### src/rtl/bus_arbiter.sv
// bus_arbiter
//   Round-robin arbiter and sequencer for the shared 32-bit data / 16-bit
//   address bus. Grants one master at a time, walks it through
//   GRANT -> ADDR -> XFER -> RELEASE, decodes A[15:14] into a one-cycle DEST
//   pulse to the addressed slave, and routes that slave's ACK back to the owner.
//
//   Optional watchdog: define ARB_TIMEOUT_EN to bound ownership at TIMEOUT
//   cycles. A master that times out is locked out until it drops BR for a cycle.
//
// Ports
//   BUS_CLK      bus clock, rising edge
//   RST          asynchronous active-high reset
//   BR[NREQ]     bus request per master
//   BG[NREQ]     bus grant, one-hot or zero
//   A[16]        address driven by the current master
//   DEST[4]      one-cycle one-hot slave select (slave = A[15:14])
//   ACK_SLV[4]   ACK from each slave
//   ACK_MSTR     ACK routed to the owning master (combinational)
//   BUSY         bus owned (state != IDLE)
//   OWNER[3]     current or last owner index
//   TIMEOUT_ERR  one-cycle watchdog pulse (0 without ARB_TIMEOUT_EN)
module bus_arbiter #(
    parameter int NREQ    = 4,
    parameter int TIMEOUT = 64
) (
    input  logic            BUS_CLK,
    input  logic            RST,
    input  logic [NREQ-1:0] BR,
    output logic [NREQ-1:0] BG,
    input  logic [15:0]     A,
    output logic [3:0]      DEST,
    input  logic [3:0]      ACK_SLV,
    output logic [NREQ-1:0] ACK_MSTR,
    output logic            BUSY,
    output logic [2:0]      OWNER,
    output logic            TIMEOUT_ERR
);

    typedef enum logic [4:0] {
        IDLE    = 5'b00001,
        GRANT   = 5'b00010,
        ADDR    = 5'b00100,
        XFER    = 5'b01000,
        RELEASE = 5'b10000
    } state_t;

    state_t          state, state_nxt;
    logic [2:0]      owner_nxt, rr_last, rr_last_nxt, win_idx;
    logic [NREQ-1:0] own_oh, own_oh_nxt, bg_nxt, win_oh, req_eff;
    logic [3:0]      dest_nxt;
    logic [1:0]      dest_idx, dest_idx_nxt;
    logic            win_found, owner_req, expired, ack_sel;
    logic            unused_addr;
    int              best_d;

    // own_oh mirrors OWNER as a mask so BR[OWNER] needs no variable index.
    assign owner_req   = |(BR & own_oh);
    assign unused_addr = ^A[13:0];

    // Round-robin pick: the requester at the smallest circular distance
    // past rr_last wins.
    always_comb begin
        best_d    = NREQ;
        win_idx   = '0;
        win_found = |req_eff;
        for (int i = 0; i < NREQ; i++) begin
            if (req_eff[i] && ((i + 2*NREQ - 1 - int'(rr_last)) % NREQ) < best_d) begin
                best_d  = (i + 2*NREQ - 1 - int'(rr_last)) % NREQ;
                win_idx = 3'(i);
            end
        end
        win_oh = '0;
        for (int i = 0; i < NREQ; i++) win_oh[i] = (win_idx == 3'(i));
    end

`ifdef ARB_TIMEOUT_EN
    localparam int CW = $clog2(TIMEOUT + 1);
    logic [CW-1:0]   tcnt, tcnt_nxt;
    logic [NREQ-1:0] blocked, blocked_nxt;
    logic            terr, owned;

    assign owned       = (state == GRANT) || (state == ADDR) || (state == XFER);
    assign req_eff     = BR & ~blocked;
    assign expired     = owned && owner_req && (tcnt == CW'(TIMEOUT - 1));
    assign TIMEOUT_ERR = terr;

    always_comb begin
        tcnt_nxt    = tcnt;
        // A lockout lifts as soon as the master is seen with BR low.
        blocked_nxt = blocked & BR;
        if (state == IDLE)  tcnt_nxt = '0;  // GRANT is only entered from IDLE
        else if (owned)     tcnt_nxt = tcnt + CW'(1);
        if (expired)        blocked_nxt = blocked_nxt | own_oh;
    end

    always_ff @(posedge BUS_CLK or posedge RST) begin
        if (RST) begin
            tcnt    <= '0;
            blocked <= '0;
            terr    <= 1'b0;
        end else begin
            tcnt    <= tcnt_nxt;
            blocked <= blocked_nxt;
            terr    <= expired;
        end
    end
`else
    logic unused_timeout;
    assign req_eff        = BR;
    assign expired        = 1'b0;
    assign unused_timeout = (TIMEOUT > 0);
    assign TIMEOUT_ERR    = 1'b0;
`endif

    always_comb begin
        state_nxt    = state;
        owner_nxt    = OWNER;
        rr_last_nxt  = rr_last;
        own_oh_nxt   = own_oh;
        bg_nxt       = BG;
        dest_nxt     = '0;
        dest_idx_nxt = dest_idx;
        case (state)
            IDLE: begin
                if (win_found) begin
                    owner_nxt   = win_idx;
                    rr_last_nxt = win_idx;
                    own_oh_nxt  = win_oh;
                    bg_nxt      = win_oh;
                    state_nxt   = GRANT;
                end
            end
            GRANT: begin
                if (expired || !owner_req) begin
                    state_nxt = RELEASE;
                    bg_nxt    = '0;
                end else begin
                    state_nxt = ADDR;
                end
            end
            ADDR: begin
                // Aborted masters never get a DEST pulse.
                if (expired || !owner_req) begin
                    state_nxt = RELEASE;
                    bg_nxt    = '0;
                end else begin
                    dest_idx_nxt = A[15:14];
                    dest_nxt     = 4'b0001 << A[15:14];
                    state_nxt    = XFER;
                end
            end
            XFER: begin
                if (expired || !owner_req) begin
                    state_nxt = RELEASE;
                    bg_nxt    = '0;
                end
            end
            RELEASE: begin
                // Dead cycle so the old owner's tristate drivers turn off.
                state_nxt = IDLE;
                bg_nxt    = '0;
            end
            default: begin
                state_nxt = IDLE;
                bg_nxt    = '0;
            end
        endcase
    end

    always_ff @(posedge BUS_CLK or posedge RST) begin
        if (RST) state <= IDLE;
        else     state <= state_nxt;
    end

    always_ff @(posedge BUS_CLK or posedge RST) begin
        if (RST) begin
            BG       <= '0;
            DEST     <= '0;
            BUSY     <= 1'b0;
            OWNER    <= '0;
            own_oh   <= NREQ'(1);
            rr_last  <= 3'(NREQ - 1);
            dest_idx <= '0;
        end else begin
            BG       <= bg_nxt;
            DEST     <= dest_nxt;
            BUSY     <= (state_nxt != IDLE);
            OWNER    <= owner_nxt;
            own_oh   <= own_oh_nxt;
            rr_last  <= rr_last_nxt;
            dest_idx <= dest_idx_nxt;
        end
    end

    assign ack_sel  = ACK_SLV[dest_idx] && ((state == ADDR) || (state == XFER));
    assign ACK_MSTR = ack_sel ? own_oh : '0;

endmodule

### config.mk
export PLATFORM = sky130hd
export DESIGN_NAME = bus_arbiter
export DESIGN_NICKNAME = d
export VERILOG_FILES = /design/src/rtl/bus_arbiter.sv
export SDC_FILE = /design/constraint.sdc
export NUM_CORES = 1
export LEC_CHECK = 0
export CAP_MARGIN = 30
export CORE_UTILIZATION = 45
export CTS_CLUSTER_DIAMETER = 80
export DETAILED_ROUTE_END_ITERATION = 7
export PLACE_DENSITY = 0.85
export RECOVER_POWER = 50
export SETUP_SLACK_MARGIN = 0.1
export SLEW_MARGIN = 25
export SYNTH_ARGS = -nofsm -noshare
export SYNTH_HDL_FRONTEND = slang
export SYNTH_SLANG_ARGS = --single-unit
### constraint.sdc
create_clock -name BUS_CLK -period 5.12 [get_ports BUS_CLK]
set_input_delay 0.768 -clock BUS_CLK [delete_from_list [all_inputs] [get_ports BUS_CLK]]
set_output_delay 0.768 -clock BUS_CLK [all_outputs]
set_load 0.01 [all_outputs]
==> results.json, run 1 <==
{
  "p_int_mw": 0.583,
  "synthXorXnorAreaFrac_pct": 1.99,
  "relSlewSlack_pct": 33.8,
  "synthSimpleGateAreaFrac_pct": 17.5,
  "period_share_pct": 88.6,
  "synth_seq_cells": 24,
  "grt_max_degree": 25,
  "path_class": "in -> reg",
  "tns_ns": 0,
  "slew_violations": 0,
  "drt_pass1_iterations": 4,
  "core_area_um2": 2760,
  "synthDistinctLibCells": 48,
  "peakVddDrop_mv": 0.442,
  "io_pins": 43,
  "port_buffers": 26,
  "synthCells": 123,
  "p_sw_mw": 0.402,
  "skew_ns": 0.0113,
  "fin_total_pwr_mw": 0.985,
  "critPathArrivalTime_ns": 4.78,
  "seqPwrFrac_pct": 32.9,
  "synth-warning-count": 0,
  "rsz0062_at_grt": "no",
  "post_cts_buffers": 0,
  "max_freq_ghz": 0.220,
  "cts_made_buffers": 3,
  "die_width_um": 56.1,
  "final_util_pct": 59.8,
  "synthMuxAreaShare_pct": 5.12,
  "cts_resized": 0,
  "area_growth_pct": 25.1,
  "drtAntennaViolNets": 0,
  "cts_hold_buf": 0,
  "required_ns": 5.37,
  "synth_compound_area_share_pct": 19.8,
  "start_kind": "primary input",
  "antenna_found_initial": 0,
  "dp_hpwl_um": 2190,
  "setup_viol": 0,
  "crit_path_start": "BR[0]",
  "syn_area_um2": 1320,
  "initial_core_util_pct": 47.8,
  "cts_max_path_buffers": 2,
  "grt_usage_pct": 19.7,
  "swShare_pct": 40.8,
  "finalNetCount": 182,
  "async_flop_share_pct": 100,
  "worstMarginPinSlew_ns": 0.993,
  "multi_input_area_um2": 631,
  "grt_overflow": 0,
  "synth_edf_count": 0,
  "final_cell_mix": "clkdlybuf4s50_1 (21), dfrtp_1 (20), inv_1 (13)",
  "fin_crit_ns": 4.54,
  "cts-htree-levels": 1,
  "synth_top_family_by_area": "compound AO/OA/AOI/OAI gates",
  "hold_violations": 0,
  "leakage_nw": 0.734,
  "clock_latency_ns": 0.32,
  "rows": 19,
  "grt_pass1_vias": 1044,
  "synth_ff_type": "dfrtp_1",
  "p_per_area_nw_per_um2": 597,
  "max_cap_viol_count": 0,
  "synth-seq-area-share_pct": 45.9,
  "via_per_inst": 5.57,
  "dp.cells": 178,
  "wl_um": 2860,
  "mostFrequentLayoutCell": "clkdlybuf4s50_1",
  "cts.sink_count": 24,
  "p_comb_share_pct": 53.3,
  "cts_tree": "done",
  "diodes": 0,
  "seqCellArea_um2": 606,
  "drive_above_1_share_pct": 16.4,
  "dieHeight_um": 56.1,
  "hp-class": "reg -> reg",
  "power_frac_clock_pct": 13.8,
  "drt_iter0_drc": 39,
  "place_congestion": 0.867,
  "fill_cells": 239,
  "r2r_start": "rr_last[0]$_DFFE_PP1P_",
  "drc": 0,
  "via_count": 1020,
  "hold_start": "own_oh[0]$_DFFE_PP1P_",
  "worstSetupEndpointType": "register",
  "placed_area_um2": 1600,
  "cts-root-buf": "clkbuf_4",
  "critPathMaxFanout": 4,
  "wire_per_inst_um": 15.6,
  "status": "complete, no violations",
  "stdcell_count": 183,
  "fp.dieArea_um2": 3150,
  "synthAdderAreaFrac_pct": 2.85,
  "grt_pass1_wl_um": 4750,
  "synth.avg_cell_area_um2": 10.7,
  "postLayoutCellArea_um2": 1650,
  "clk_pin_slew_worst_paths_ns": 0.14
}
path summary, 6_finish.rpt:
| path | endpoint | slack, ns | cells after the start |
|---|---|---|---|
| setup / recovery | OWNER[0]$_DFFE_PP0P_ | 0.58 | 15 |
| setup reg to reg | OWNER[0]$_DFFE_PP0P_ | 0.73 | 15 |
| hold reg to reg | own_oh[0]$_DFFE_PP1P_ | 0.52 | 2 |
| max in group asynchronous | state[1]$_DFF_PP0_ | 3.17 | 3 |
| hold / removal | own_oh[0]$_DFFE_PP1P_ | 0.52 | 2 |
| min in group asynchronous | BG[3]$_DFFE_PP0P_ | 0.77 | 2 |
registers in the layout, indices dropped and copies added (netlist names):
register and cells:
state 5, BG 4, DEST 4, own_oh 4
OWNER 2, dest_idx 2, rr_last 2, BUSY 1
cell type report:
class | count | area share [%]
multi-input cells | 82 | 38.2
well taps | 31 | 2.35
clock inverters | 1 | 1.82
repair buffers | 28 | 16.2
flip-flops and latches | 24 | 36.7
inverters | 14 | 3.34
clock buffers | 3 | 1.36
metrics by stage:
step	hold slack [ns]	setup slack (ns)
after CTS	0.517	0.683
after floorplan	0.458	1.11
after global routing	0.562	0.419
final	0.520	0.584
after detailed placement	0.484	0.340
after global placement	0.479	0.533
cell usage after synthesis, types with 2 or more instances:
cell	number	share of area [%]
a21o_1	2	1.1
a21oi_1	2	0.76
a22oi_1	3	1.7
a31oi_1	3	1.4
and2_1	6	2.8
buf_4	2	1.1
dfrtp_1	20	38
dfstp_2	4	8.0
ha_1	3	2.8
inv_1	13	3.7
mux2_2	4	3.4
nand2_1	8	2.3
nand3b_1	3	1.7
nor2_1	6	1.7
nor3_1	5	1.9
o21ai_0	5	1.9
o22ai_1	2	0.95
xor2_1	2	1.3
per-layer routing:
layer	global-route usage (%)	part of all wire [%]	up-vias
met3	3.95	4.2	6
met5	0	0	-
met2	31.8	51	26
li1	-	-	496
met4	9.41	1.9	0
met1	25.3	43	492
kinds of logic after synthesis:
| family | after synthesis |
|---|---|
| AND/OR/NAND/NOR | 38 |
| XOR/XNOR | 3 |
| flip-flops | 24 |
| other | 1 |
| buffers and inverters | 18 |
| adder cells (fa/ha/maj) | 3 |
| multiplexers | 5 |
| AO/OA/AOI/OAI | 31 |
power by group through the flow:
stage	logic (mW)	clock network, mW	registers (mW)
after floorplan	0.373	0	0.322
after global placement	0.490	0	0.321
after detailed placement	0.523	0	0.326
after CTS	0.528	0.138	0.323
after global routing	0.576	0.147	0.333
final	0.525	0.136	0.325
worst max-delay path: stages:
cell and delay, ns:
dlygate4sd3_1 0.56, nand2_1 0.09, ha_1 0.32, a21o_1 0.20
a21boi_2 0.23, mux2_2 0.39, ha_1 0.29, o22ai_1 0.09
a22oi_2 0.28, mux2_2 0.39, ha_1 0.32, a21oi_1 0.20
o2111ai_1 0.13, a31oi_1 0.33, nand3b_1 0.18
Power figures use the tool's default switching activity.
==> inputs of run 2 (changes only) <==
--- a/config.mk
+++ b/config.mk
@@ -7,6 +7,7 @@
 export LEC_CHECK = 0
 export CAP_MARGIN = 30
 export CORE_UTILIZATION = 45
+export CTS_BUF_LIST = sky130_fd_sc_hd__clkbuf_16
 export CTS_CLUSTER_DIAMETER = 80
 export DETAILED_ROUTE_END_ITERATION = 7
 export PLACE_DENSITY = 0.85
==> results.json, run 2 (synthesis gave the netlist of run 1 again) <==
{
  "multi_input_area_um2": 631,
  "seqPwrFrac_pct": 30.2,
  "finalNetCount": 182,
  "max_freq_ghz": 0.216,
  "grt_pass1_vias": 1055,
  "wl_um": 2900,
  "critPathArrivalTime_ns": 4.76,
  "max_cap_viol_count": 0,
  "cts.sink_count": 24,
  "area_growth_pct": 29.1,
  "cts_resized": 0,
  "cts-htree-levels": 1,
  "path_delay_family": "compound AO/OA/AOI/OAI gates",
  "hold_violations": 0,
  "period_share_pct": 90.5,
  "start_kind": "primary input",
  "initial_core_util_pct": 47.8,
  "core_area_um2": 2760,
  "grt_pass1_wl_um": 4880,
  "tns_ns": 0,
  "fill_cells": 228,
  "cts_max_path_buffers": 2,
  "cts_made_buffers": 3,
  "die_width_um": 56.1,
  "fp.dieArea_um2": 3150,
  "rsz0062_at_grt": "no",
  "skew_ns": 0.00312,
  "path_common_cell": "ha_1",
  "worstSetupEndpointType": "register",
  "swShare_pct": 38.5,
  "place_congestion": 0.867,
  "power_frac_clock_pct": 20.5,
  "cts-root-buf": "clkbuf_16",
  "drt_iter0_drc": 38,
  "drive_above_1_share_pct": 16.4,
  "cts_tree": "done",
  "via_per_inst": 5.74,
  "largest_reg_flops": 5,
  "critical_path.slowest_cell": "dlygate4sd3_1",
  "grt_usage_pct": 20.4,
  "p_per_area_nw_per_um2": 630,
  "final_util_pct": 61.8,
  "leakage_nw": 0.761,
  "path_cells": "dlygate4sd3_1 -> nand2_1 -> ha_1 -> a21o_1 -> a21boi_2 -> mux2_2 -> ha_1 -> o22ai_1 -> a22oi_2 -> mux2_2 -> ha_1 -> a21oi_1 -> o21ai_0 -> a31oi_1 -> o21ai_0",
  "hp-class": "reg -> reg",
  "p_comb_share_pct": 49.3,
  "clk_pin_slew_worst_paths_ns": 0.06,
  "post_cts_buffers": 0,
  "slew_violations": 0,
  "worstMarginPinSlew_ns": 0.996,
  "drc": 0,
  "diodes": 0,
  "status": "complete, no violations",
  "drt_pass1_iterations": 4,
  "clock_latency_ns": 0.26,
  "dp_hpwl_um": 2190,
  "crit_buf_inv": 1,
  "final_cell_mix": "dfrtp_1 (20), clkdlybuf4s50_1 (20), inv_1 (13)",
  "antenna_found_initial": 0,
  "peakVddDrop_mv": 0.478,
  "grt_max_degree": 25,
  "rows": 19,
  "cts_hold_buf": 0,
  "path_class": "in -> reg",
  "fin_crit_ns": 4.63,
  "via_count": 1051,
  "drtAntennaViolNets": 0,
  "critPathMaxFanout": 4,
  "slowest_delay_ns": 0.56,
  "grt_overflow": 0,
  "dieHeight_um": 56.1,
  "required_ns": 5.25,
  "port_buffers": 26,
  "wire_per_inst_um": 15.8,
  "setup_viol": 0,
  "relSlewSlack_pct": 33.6,
  "seqCellArea_um2": 606,
  "io_pins": 43,
  "regMostFlops": "state",
  "fin_total_pwr_mw": 1.07,
  "p_int_mw": 0.660,
  "p_sw_mw": 0.413
}
run 2: cell count changes in the layout (fill, tap and decap cells not counted), sizes merged:
cell           delta
dlygate4sd3       +1
clkdlybuf4s50     -1
run 2: worst paths after layout:
check | startpoint | end | slack, ns | depth (start not counted)
worst max-delay path | BR[0] | own_oh[1]$_DFFE_PP0P_ | 0.49 | 15
worst min-delay path | own_oh[0]$_DFFE_PP1P_ | own_oh[0]$_DFFE_PP1P_ | 0.51 | 2
worst max register to register | rr_last[0]$_DFFE_PP1P_ | own_oh[1]$_DFFE_PP0P_ | 0.73 | 15
worst min register to register | own_oh[0]$_DFFE_PP1P_ | own_oh[0]$_DFFE_PP1P_ | 0.51 | 2
max in group asynchronous | RST | state[1]$_DFF_PP0_ | 3.07 | 3
min in group asynchronous | RST | DEST[0]$_DFF_PP0_ | 0.86 | 2
run 2: routing by layer:
layer | vias up | track usage, % | wire length [µm]
li1 | 497 | - | -
met1 | 516 | 26.1 | 1220
met2 | 30 | 32.7 | 1490
met3 | 8 | 4.65 | 123
met4 | 0 | 9.41 | 67
met5 | - | 0 | 0
run 2: power groups by stage:
stage / registers (mW) / clock network, mW / logic, mW
CTS: 0.324 / 0.222 / 0.528
global route: 0.334 / 0.233 / 0.576
finish: 0.324 / 0.220 / 0.528
global placement: 0.321 / 0 / 0.490
detailed placement: 0.326 / 0 / 0.523
floorplan: 0.322 / 0 / 0.373
run 2: stage by stage:
stage | area (µm²) | hold slack (ns) | cells | setup slack, ns
global route | 1700 | 0.551 | 183 | 0.313
CTS | 1700 | 0.507 | 182 | 0.610
detailed placement | 1600 | 0.484 | 178 | 0.340
floorplan | 1320 | 0.458 | 124 | 1.11
global placement | 1600 | 0.479 | 178 | 0.533
finish | 1700 | 0.506 | 183 | 0.487
run 2: worst reg2reg max path, cell delays in order, from the launching register on:
cell,delay [ns]
dfstp_2,0.60
xnor2_1,0.21
inv_1,0.08
ha_1,0.34
a21o_1,0.21
a21boi_2,0.24
mux2_2,0.39
ha_1,0.29
o22ai_1,0.09
a22oi_2,0.28
mux2_2,0.39
ha_1,0.32
a21oi_1,0.21
o21ai_0,0.17
a31oi_1,0.30
o21ai_0,0.15
run 2: layout make-up:
type,instances,share of cell area (%)
inverters,14,3.23
clock buffers,3,4.41
repair buffers,28,15.7
multi-input cells,82,37.0
flip-flops and latches,24,35.6
well taps,31,2.28
clock inverters,1,1.76
